File: src/rtl/jk_seq_pkg.sv
// Shared encodings for the JK sequencing controller: command ops, FSM states
// and the per-bit {J,K} codes understood by jk_cell.
package jk_seq_pkg;

    typedef enum logic [1:0] {
        OP_LOAD   = 2'b00,
        OP_UP     = 2'b01,
        OP_DOWN   = 2'b10,
        OP_TOGGLE = 2'b11
    } op_t;

    typedef enum logic [1:0] {
        ST_IDLE = 2'b00,
        ST_EXEC = 2'b01,
        ST_DONE = 2'b10
    } state_t;

    // {J,K} pairs
    localparam logic [1:0] JK_HOLD = 2'b00;
    localparam logic [1:0] JK_CLR  = 2'b01;
    localparam logic [1:0] JK_SET  = 2'b10;
    localparam logic [1:0] JK_TGL  = 2'b11;

endpackage

File: src/rtl/jk_cell.sv
// Single JK flip-flop with synchronous active-high reset to 0.
module jk_cell
    import jk_seq_pkg::*;
(
    input  logic clk,
    input  logic reset,
    input  logic j,
    input  logic k,
    output logic q,
    output logic qbar
);

    always_ff @(posedge clk) begin
        if (reset) begin
            q <= 1'b0;
        end else begin
            case ({j, k})
                JK_CLR:  q <= 1'b0;
                JK_SET:  q <= 1'b1;
                JK_TGL:  q <= ~q;
                default: q <= q;
            endcase
        end
    end

    assign qbar = ~q;

endmodule

File: src/rtl/jk_seq_ctrl.sv
// Command-driven controller that loads, toggles or counts a register built
// only from JK cells; every change to q goes through per-bit J/K drive.
module jk_seq_ctrl
    import jk_seq_pkg::*;
#(
    parameter int WIDTH = 4
) (
    input  logic             clk,
    input  logic             reset,
    input  logic             cmd_valid,
    output logic             cmd_ready,
    input  logic [1:0]       cmd_op,
    input  logic [WIDTH-1:0] cmd_data,
    input  logic [3:0]       cmd_count,
    output logic [WIDTH-1:0] q,
    output logic             busy,
    output logic             done,
    output logic             wrap,
    output state_t           state
);

    // Handshake: a command is taken on the rising edge where cmd_valid and
    // cmd_ready are both high; cmd_ready is high only in IDLE and never during reset.

    state_t           state_next;
    op_t              op_r;
    logic [WIDTH-1:0] data_r;
    logic [3:0]       remaining;
    logic [WIDTH-1:0] qbar;
    logic [WIDTH-1:0] j;
    logic [WIDTH-1:0] k;
    logic [WIDTH-1:0] up_en;
    logic [WIDTH-1:0] dn_en;
    logic             accept;
    logic             step_cmd_in;
    logic             step_cmd_r;
    logic             wrap_next;

    assign cmd_ready   = (state == ST_IDLE) && !reset;
    assign busy        = ((state == ST_EXEC) || (state == ST_DONE)) && !reset;
    assign done        = (state == ST_DONE) && !reset;
    assign accept      = cmd_valid && cmd_ready;
    assign step_cmd_in = (op_t'(cmd_op) == OP_UP) || (op_t'(cmd_op) == OP_DOWN);
    assign step_cmd_r  = (op_r == OP_UP) || (op_r == OP_DOWN);

    always_ff @(posedge clk) begin
        if (reset) begin
            state     <= ST_IDLE;
            op_r      <= OP_LOAD;
            data_r    <= '0;
            remaining <= 4'd0;
            wrap      <= 1'b0;
        end else begin
            state <= state_next;
            wrap  <= wrap_next;
            if (accept) begin
                op_r      <= op_t'(cmd_op);
                data_r    <= cmd_data;
                remaining <= cmd_count;
            end else if ((state == ST_EXEC) && step_cmd_r) begin
                remaining <= remaining - 4'd1;
            end
        end
    end

    always_comb begin
        state_next = state;
        case (state)
            ST_IDLE: begin
                if (accept) begin
                    // Zero-step counts complete without touching q.
                    if (step_cmd_in && (cmd_count == 4'd0)) state_next = ST_DONE;
                    else                                     state_next = ST_EXEC;
                end
            end
            ST_EXEC: begin
                if (!step_cmd_r || (remaining == 4'd1)) state_next = ST_DONE;
            end
            ST_DONE: state_next = ST_IDLE;
            default: state_next = ST_IDLE;
        endcase
    end

    // Ripple enables: bit i flips when all lower bits are 1 (up) or 0 (down).
    always_comb begin
        logic carry_up;
        logic carry_dn;
        carry_up = 1'b1;
        carry_dn = 1'b1;
        up_en    = '0;
        dn_en    = '0;
        for (int i = 0; i < WIDTH; i++) begin
            up_en[i] = carry_up;
            dn_en[i] = carry_dn;
            carry_up = carry_up & q[i];
            carry_dn = carry_dn & qbar[i];
        end
    end

    always_comb begin
        j = '0;
        k = '0;
        if (state == ST_EXEC) begin
            case (op_r)
                OP_LOAD: begin
                    j = data_r;
                    k = ~data_r;
                end
                OP_TOGGLE: begin
                    j = data_r;
                    k = data_r;
                end
                OP_UP: begin
                    j = up_en;
                    k = up_en;
                end
                OP_DOWN: begin
                    j = dn_en;
                    k = dn_en;
                end
                default: begin
                    j = '0;
                    k = '0;
                end
            endcase
        end
    end

    assign wrap_next = (state == ST_EXEC) &&
                       (((op_r == OP_UP) && (&q)) || ((op_r == OP_DOWN) && (~|q)));

    for (genvar i = 0; i < WIDTH; i++) begin : g_cell
        jk_cell u_cell (
            .clk   (clk),
            .reset (reset),
            .j     (j[i]),
            .k     (k[i]),
            .q     (q[i]),
            .qbar  (qbar[i])
        );
    end

endmodule
File: config.mk
export PLATFORM = sky130hd
export DESIGN_NAME = jk_seq_ctrl
export DESIGN_NICKNAME = d
export VERILOG_FILES = /design/src/rtl/jk_seq_pkg.sv /design/src/rtl/jk_cell.sv /design/src/rtl/jk_seq_ctrl.sv
export SDC_FILE = /design/constraint.sdc
export NUM_CORES = 1
export LEC_CHECK = 0
export ABC_AREA = 0
export BUFFER_PORTS_ARGS = -buffer_cell sky130_fd_sc_hd__buf_2
export CAP_MARGIN = 5
export CORE_MARGIN = 1.5
export CORE_UTILIZATION = 30
export DETAILED_ROUTE_END_ITERATION = 7
export GPL_TIMING_DRIVEN = 0
export PLACE_DENSITY = 0.53
export SLEW_MARGIN = 20
export SYNTH_ARGS = -nofsm -noshare
export SYNTH_HDL_FRONTEND = slang
export SYNTH_HIERARCHICAL = 1
export SYNTH_SLANG_ARGS = --single-unit
File: constraint.sdc
create_clock -name clk -period 1.6 [get_ports clk]
set_clock_uncertainty 0.05 [all_clocks]
set_input_delay 0.32 -clock clk [delete_from_list [all_inputs] [get_ports clk]]
set_output_delay 0.32 -clock clk [all_outputs]
set_load 0.01 [all_outputs]
==> flow_metrics.py, run 1 <==
metrics = {
    "pwr": {
        "swShare_pct": 34.8,
        "p_seq_share_pct": 43.9,
        "switchingPower_uw": 410,
        "clockPowerShare_pct": 19.8,
        "ir_drop_mv": 0.409,
        "power_per_cell_area_nw_per_um2": 867,
        "leakage_nw": 0.571,
        "total_power_mw": 1.18,
        "p_int_uw": 768,
        "comb_power_share_pct": 36.3,
    },
    "setup_path": {
        "rr_worst_depth": 5,
        "path_max_fanout": 3,
        "crit_start": "state[0]",
        "cp-end-kind": "primary output",
        "worstPathRequired_ns": 1.23,
        "critPathKind": "flop to primary output",
        "cp-start-kind": "flop",
        "reg2reg_from": "op_r[1]",
        "cp.arrival_ns": 1.18,
    },
    "timing": {
        "period_share_pct": 97.1,
        "drv_slew": 0,
        "rsz0062_at_grt": "true",
        "worstMarginPinSlew_ns": 0.478,
        "hold_viol": 0,
        "timing.fmax_mhz": 643,
        "maxSlewHeadroom_pct": 68.1,
        "setup_violations": 0,
        "min_period_ns": 1.55,
        "finalWorstSetupSlack_ns": 0.0456,
    },
    "cts": {
        "cts.sinks": 17,
        "cts_buffers": 3,
        "cts_max_level": 1,
        "clock_path_buffers": 2,
        "insertion_delay_ns": 0.29,
        "cts_root_buf": "clkbuf_4",
        "cts_tree": "built",
        "clk_pin_slew_ns": 0.10,
        "cts-hold-fix-buffers": 0,
    },
    "cells_and_area": {
        "fin_cells": 203,
        "nets": 182,
        "diodes": 0,
        "final_area_sq_um": 1360,
        "drive_gt1_share_pct": 31.8,
        "area.growth.synth_to_final_pct": 29.3,
    },
    "routing": {
        "wl_per_cell_microns": 12.3,
        "antenna_left": 0,
        "wirelength_mm": 2.51,
        "vias": 1016,
        "dr.pass1.iters": 4,
        "drcViolationCount": 0,
        "drtIter0Drc": 46,
        "vias_per_cell": 5.00,
    },
    "place": {
        "post-place-cells": 196,
        "io_buffers": 22,
        "dp_hpwl_mm": 1.82,
        "dpl_cell_area_sq_um": 1220,
        "place_congestion": 0.768,
        "pre_cts_slack_ns": -0.135,
    },
    "grt": {
        "grt_max_degree": 11,
        "grt_pass1_wl_mm": 4.21,
        "grt_pass1_vias": 936,
        "track_usage_pct": 13.2,
        "grt_overflow": 0,
        "antenna_found_initial": 0,
    },
    "min_path": {
        "hold_depth": 3,
        "worstHoldStart": "cmd_data[0]",
        "hold_path.class": "input port to flop",
    },
    "floorplan": {
        "die_area_sq_um": 3870,
        "coreArea_sq_um": 3360,
        "fp-row-count": 21,
        "fp.dieH_microns": 62.2,
        "initial_core_util_pct": 31.3,
        "die_w_microns": 62.2,
        "boundaryPins": 23,
    },
    "synth": {
        "syn-cell-area_sq_um": 1050,
        "yosys_warnings": 6,
        "syn-instance-count": 128,
        "synth_nets": 152,
        "avgSynthCellArea_sq_um": 8.22,
    },
    "run_status": {
        "status": "finished, final reports clean",
    },
    "run": {
        "maxCapViolations": 0,
    },
}
## power by group through the flow
| stage | clock (mW) | combinational, mW | sequential (mW) |
|---|---|---|---|
| global route | 0.253 | 0.482 | 0.526 |
| finish | 0.233 | 0.428 | 0.518 |
| detailed placement | 0 | 0.340 | 0.523 |
| floorplan | 0 | 0.239 | 0.520 |
| CTS | 0.241 | 0.376 | 0.516 |
| global placement | 0 | 0.336 | 0.521 |
## state kept, by name, summed over array words and instances (netlist names)
register	cells
wrap	1
data_r	4
state	2
remaining	4
op_r	2
g_cell.u_cell/q	4
## metrics by stage
| step | hold slack (ns) | TNS (ns) | util, % |
|---|---|---|---|
| after floorplan | 0.348 | 0 | - |
| after global placement | 0.446 | -0.315 | 36.3 |
| after detailed placement | 0.446 | -0.484 | 36.3 |
| after CTS | 0.155 | 0 | 38.4 |
| after global routing | 0.172 | -0.0133 | 40.4 |
| final | 0.159 | 0 | 40.4 |
## critical path: stages, from the launching register on
cell and delay (ns):
dfxtp_4 0.38, inv_4 0.05, ha_4 0.25, nor2b_4 0.12, buf_6 0.10
## layer usage
layer	track usage, %	share of wire [%]	up-vias
met5	0	0	-
met4	2.50	0.68	0
met3	3.80	4.7	2
met2	22.8	49	23
met1	16.4	45	476
li1	-	-	515
## cell usage in the layout, fill, tap and decap left out, types with 2 or more instances in the layout
| master | instances |
|---|---|
| a221oi_1 | 3 |
| or3_1 | 2 |
| inv_1 | 7 |
| a211oi_1 | 10 |
| clkbuf_4 | 3 |
| o31ai_1 | 2 |
| xnor2_1 | 2 |
| nor2_1 | 14 |
| o21ai_0 | 4 |
| clkbuf_1 | 3 |
| nand3b_1 | 5 |
| buf_2 | 22 |
| ha_1 | 8 |
| nand3_1 | 2 |
| ha_4 | 2 |
| inv_4 | 3 |
| a311oi_1 | 2 |
| dfxtp_2 | 3 |
| nand2_1 | 11 |
| buf_4 | 4 |
| a21oi_1 | 7 |
| dfxtp_1 | 13 |
| buf_6 | 3 |
## what timing repair did
action	in CTS	in global routing
buffers inserted	1	2
resized for setup	14	15
pin swaps	0	4
endpoints found under the setup margin	10	9
## area by class of cell
type | count | area, sq um
multi-input cells | 94 | 698
clock buffers | 4 | 26.3
flip-flops and latches | 17 | 348
plain buffers | 6 | 42.5
fillers | 388 | 2000
well taps | 46 | 57.6
inverters | 11 | 48.8
repair buffers | 25 | 139
## worst paths after layout
| check | end | slack, ns |
|---|---|---|
| worst max-delay path | busy | 0.05 |
| worst min-delay path | data_r[0] | 0.16 |
| worst max register to register | remaining[3] | 0.11 |
| worst min register to register | data_r[2] | 0.47 |
No activity file was read; power rests on OpenSTA's default activity.
==> run 2: changes to the inputs <==
Settings changed: CORE_MARGIN 1.5 to default.
==> flow_metrics.py, run 2 (same netlist as run 1, synthesis figures left out) <==
metrics = {
    "routing": {
        "antenna_left": 0,
        "wirelength_mm": 2.66,
        "vias_per_cell": 4.98,
        "vias": 1020,
        "dr.pass1.iters": 4,
        "drtIter0Drc": 39,
        "wl_per_cell_microns": 13.0,
        "drcViolationCount": 0,
    },
    "run_status": {
        "status": "finished, final reports clean",
    },
    "grt": {
        "grt_util_met1_pct": 18.0,
        "grt.busiest_layer": "met2",
        "grt_pass1_wl_mm": 4.06,
        "grtUsageMet3_pct": 4.83,
        "grt.met2_usage_pct": 25.5,
        "track_usage_pct": 14.8,
        "grt_max_degree": 11,
        "grt_overflow": 0,
        "grt_pass1_vias": 879,
        "antenna_found_initial": 0,
    },
    "cts": {
        "insertion_delay_ns": 0.30,
        "clk_pin_slew_ns": 0.12,
        "cts-hold-fix-buffers": 0,
        "cts_buffers": 3,
        "cts_tree": "built",
        "cts.sinks": 17,
        "cts_max_level": 1,
        "clock_path_buffers": 2,
        "cts_root_buf": "clkbuf_4",
    },
    "cells_and_area": {
        "final_area_sq_um": 1420,
        "drive_gt1_share_pct": 36.5,
        "nets": 184,
        "final_common_cell": "buf_2",
        "diodes": 0,
        "area.growth.synth_to_final_pct": 34.7,
        "layout_common_cells": "21 x buf_2, 14 x nor2_1, 13 x dfxtp_1",
        "reg.largest.list": "data_r: 4 flops, g_cell.u_cell/q: 4 flops, remaining: 4 flops",
    },
    "setup_path": {
        "rr_worst_depth": 6,
        "crit-reg2reg-capture": "remaining[3]",
        "reg2reg_from": "state[1]",
        "worstPathRequired_ns": 1.23,
        "cp-end-kind": "primary output",
        "rrSetupSlack_ns": 0.05,
        "cp.arrival_ns": 1.22,
        "cp-start-kind": "flop",
        "critPathKind": "flop to primary output",
        "path_max_fanout": 3,
    },
    "pwr": {
        "total_power_mw": 1.23,
        "leakage_nw": 0.591,
        "power_per_cell_area_nw_per_um2": 867,
        "ir_drop_mv": 0.422,
    },
    "place": {
        "pre_cts_slack_ns": -0.126,
        "io_buffers": 22,
        "dp_hpwl_mm": 1.82,
        "dpl_cell_area_sq_um": 1220,
        "place_congestion": 0.762,
    },
    "timing": {
        "worstMarginPinSlew_ns": 0.540,
        "drv_slew": 0,
        "period_share_pct": 99.5,
        "maxSlewHeadroom_pct": 64.0,
        "min_period_ns": 1.59,
        "timing.fmax_mhz": 628,
        "finalWorstSetupSlack_ns": 0.00785,
        "fin_setup_tns_ns": 0,
        "hold_viol": 0,
        "rsz0062_at_grt": "true",
        "setup_violations": 0,
    },
    "floorplan": {
        "coreArea_sq_um": 3340,
        "fp-row-count": 21,
        "die_w_microns": 61.2,
        "fp.dieH_microns": 61.2,
        "boundaryPins": 23,
        "die_area_sq_um": 3750,
        "initial_core_util_pct": 31.5,
    },
    "min_path": {
        "hold_path.class": "input port to flop",
        "min_to": "data_r[2]",
        "hold_depth": 3,
        "worstHoldStart": "cmd_data[2]",
    },
    "run": {
        "maxCapViolations": 0,
    },
}
==> run 2: cell count changes in the layout (fill, tap and decap cells not counted), moves of 2 or more <==
cell | before | now
clkbuf_1 | 3 | 1
inv_4 | 3 | 1
inv_2 | 1 | 3
buf_4 | 4 | 6
==> run 2: repair_timing <==
item                                    4_1_cts  5_1_grt
endpoints found under the setup margin       10       10
resized for setup                            18       16
buffers inserted                              4        2
pin swaps                                     1        2
==> run 2: worst max path at each step <==
stage,start,end,slack [ns],cells after the start
3_5_place_dp,op_r[0],remaining[3],-0.13,5
2_1_floorplan,op_r[0],remaining[3],0.03,5
3_3_place_gp,state[1],remaining[3],-0.13,6
6_report,state[0],done,0.008,5
4_1_cts,state[0],busy,0.002,4
5_1_grt,state[0],done,-0.04,5
==> run 2: power breakdown <==
group,switching [mW],internal (mW)
clock network,0.151,0.0932
registers,0.0468,0.470
logic,0.237,0.231
total,0.434,0.795
==> run 2: final cells by class <==
cell class	count	area, sq um
fill	360	1920
multi-input combinational	94	727
sequential	17	348
timing repair buffer	28	171
tap	46	57.6
inverter	11	43.8
buffer	5	42.5
clock buffer	3	22.5
clock inverter	1	5.00
==> run 2: stage by stage <==
stage | utilization, % | hold slack (ns) | instances
2_1_floorplan | - | 0.348 | 128
3_3_place_gp | 36.6 | 0.445 | 196
3_5_place_dp | 36.6 | 0.449 | 196
4_1_cts | 40.2 | 0.138 | 204
5_1_grt | 42.5 | 0.161 | 205
6_report | 42.5 | 0.150 | 205
==> run 2: per-layer routing <==
| layer | wire, microns | part of all wire [%] | up-vias |
|---|---|---|---|
| li1 | - | - | 526 |
| met1 | 1150 | 43 | 465 |
| met2 | 1340 | 50 | 27 |
| met3 | 144 | 5.4 | 2 |
| met4 | 22 | 0.83 | 0 |
| met5 | 0 | 0 | - |
==> run 2: worst max-delay path, stage by stage, from the launching register on <==
cell and delay (ns):
dfxtp_4 0.39, inv_4 0.05, buf_6 0.11, ha_4 0.14
nor2b_4 0.12, buf_6 0.11
==> run 3: changes to the inputs <==
Settings changed: BUFFER_PORTS_ARGS -buffer_cell sky130_fd_sc_hd__buf_2 to -buffer_cell sky130_fd_sc_hd__buf_4, RECOVER_POWER from default to 100.
==> flow_metrics.py, run 3 (same netlist as run 1, synthesis figures left out) <==
metrics = {
    "cells_and_area": {
        "nets": 184,
        "diodes": 0,
        "layout_common_cells": "26 x buf_4, 14 x nor2_1, 13 x dfxtp_1",
        "final_area_sq_um": 1420,
        "reg.largest.list": "data_r: 4 flops, g_cell.u_cell/q: 4 flops, remaining: 4 flops",
        "drive_gt1_share_pct": 31.4,
        "utilization_pct": 42.4,
        "final_common_cell": "buf_4",
        "area.growth.synth_to_final_pct": 34.5,
    },
    "routing": {
        "vias_per_cell": 4.90,
        "wl_per_cell_microns": 12.4,
        "wirelength_mm": 2.54,
        "vias": 1004,
        "dr.pass1.iters": 4,
        "drtIter0Drc": 48,
        "antenna_left": 0,
        "drcViolationCount": 0,
    },
    "floorplan": {
        "fp-row-count": 21,
        "initial_core_util_pct": 31.5,
        "coreArea_sq_um": 3340,
        "fp.dieH_microns": 61.2,
        "die_area_sq_um": 3750,
        "die_w_microns": 61.2,
        "boundaryPins": 23,
    },
    "setup_path": {
        "cp.arrival_ns": 1.20,
        "crit_top_cell": "buf_4",
        "worstPathRequired_ns": 1.23,
        "path_max_fanout": 3,
        "cp-start-kind": "flop",
        "rrSetupSlack_ns": 0.09,
        "reg2reg_from": "state[0]",
        "cp_num_buf_inv": 2,
        "rr_worst_depth": 6,
        "cp-end-kind": "primary output",
        "cp_slowest_cell": "dfxtp_2",
        "crit-reg2reg-capture": "remaining[1]",
        "cp_cell_sequence": "buf_4 > ha_1 > nor2b_1 > buf_4",
        "slowest_delay_ns": 0.35,
        "crit_family": "flip-flops",
        "critPathKind": "flop to primary output",
    },
    "place": {
        "pre_cts_slack_ns": -0.103,
        "dpl_cell_area_sq_um": 1270,
        "place_congestion": 0.778,
        "io_buffers": 22,
        "dp_hpwl_mm": 1.79,
    },
    "timing": {
        "rsz0062_at_grt": "true",
        "finalWorstSetupSlack_ns": 0.0288,
        "drv_slew": 0,
        "period_share_pct": 98.2,
        "hold_viol": 0,
        "setup_violations": 0,
        "min_period_ns": 1.57,
        "timing.fmax_mhz": 636,
        "worstMarginPinSlew_ns": 0.511,
        "holdWs_ns": 0.149,
        "maxSlewHeadroom_pct": 65.9,
    },
    "cts": {
        "cts_max_level": 1,
        "cts_buffers": 3,
        "insertion_delay_ns": 0.29,
        "cts_tree": "built",
        "cts_root_buf": "clkbuf_4",
        "clock_path_buffers": 2,
        "clk_pin_slew_ns": 0.11,
        "cts.sinks": 17,
    },
    "grt": {
        "grt_overflow": 0,
        "grt_max_degree": 11,
        "track_usage_pct": 15.7,
        "grt_pass1_vias": 954,
        "antenna_found_initial": 0,
        "grt_pass1_wl_mm": 4.28,
    },
    "pwr": {
        "leakage_nw": 0.589,
        "total_power_mw": 1.21,
        "ir_drop_mv": 0.486,
        "power_per_cell_area_nw_per_um2": 858,
    },
    "run_status": {
        "status": "finished, final reports clean",
    },
    "min_path": {
        "hold_path.class": "input port to flop",
        "hold_depth": 3,
        "worstHoldStart": "cmd_data[1]",
        "min_to": "data_r[1]",
    },
    "run": {
        "maxCapViolations": 0,
    },
}
run 3: changes by cell type in the layout (fill, tap and decap cells not counted), sizes merged:
cell,before,now
buf,32,30
clkbuf,4,6
run 3: tightest hold or removal path, delay by kind of cell:
kind                   cells  cell delay, ns
and+or+nand+nor            2            0.08
buffers and inverters      1            0.07
run 3: power breakdown:
part / internal [mW] / switching, mW
sequential: 0.470 / 0.0490
clock: 0.0930 / 0.150
combinational: 0.233 / 0.220
run 3: worst max path at each step:
stage / start / cells after the start / to / slack (ns)
final: state[1] / 4 / done / 0.03
after global routing: state[1] / 4 / done / -0.03
after CTS: state[1] / 6 / remaining[3] / 0.004
after detailed placement: op_r[1] / 5 / remaining[3] / -0.10
after global placement: op_r[0] / 5 / remaining[3] / -0.13
after floorplan: op_r[0] / 5 / remaining[3] / 0.03
run 3: what timing repair did:
action	in CTS	in global routing
setup buffers	3	3
pin swaps	0	1
hold buffers	0	0
gates resized for setup	14	14
setup endpoints to repair	9	9
run 3: through the flow:
stage / TNS [ns] / instances
floorplan: 0 / 128
global placement: -0.294 / 196
detailed placement: -0.375 / 196
CTS: 0 / 203
global route: -0.0525 / 205
finish: 0 / 205
run 3: cell type report:
class                           instances  area, sq um
Fill cell                             355         1920
Multi-Input combinational cell         94          688
Sequential cell                        17          353
Timing Repair Buffer                   28          206
Tap cell                               46         57.6
Inverter                               11         43.8
Buffer                                  5         38.8
Clock buffer                            3         22.5
Clock inverter                          1         5.00
run 3: routing by layer:
| layer | global-route usage, % | share of wire, % |
|---|---|---|
| met1 | 19.3 | 46 |
| met2 | 27.0 | 49 |
| met3 | 4.62 | 3.4 |
| met4 | 3.25 | 1.9 |
| met5 | 0 | 0 |
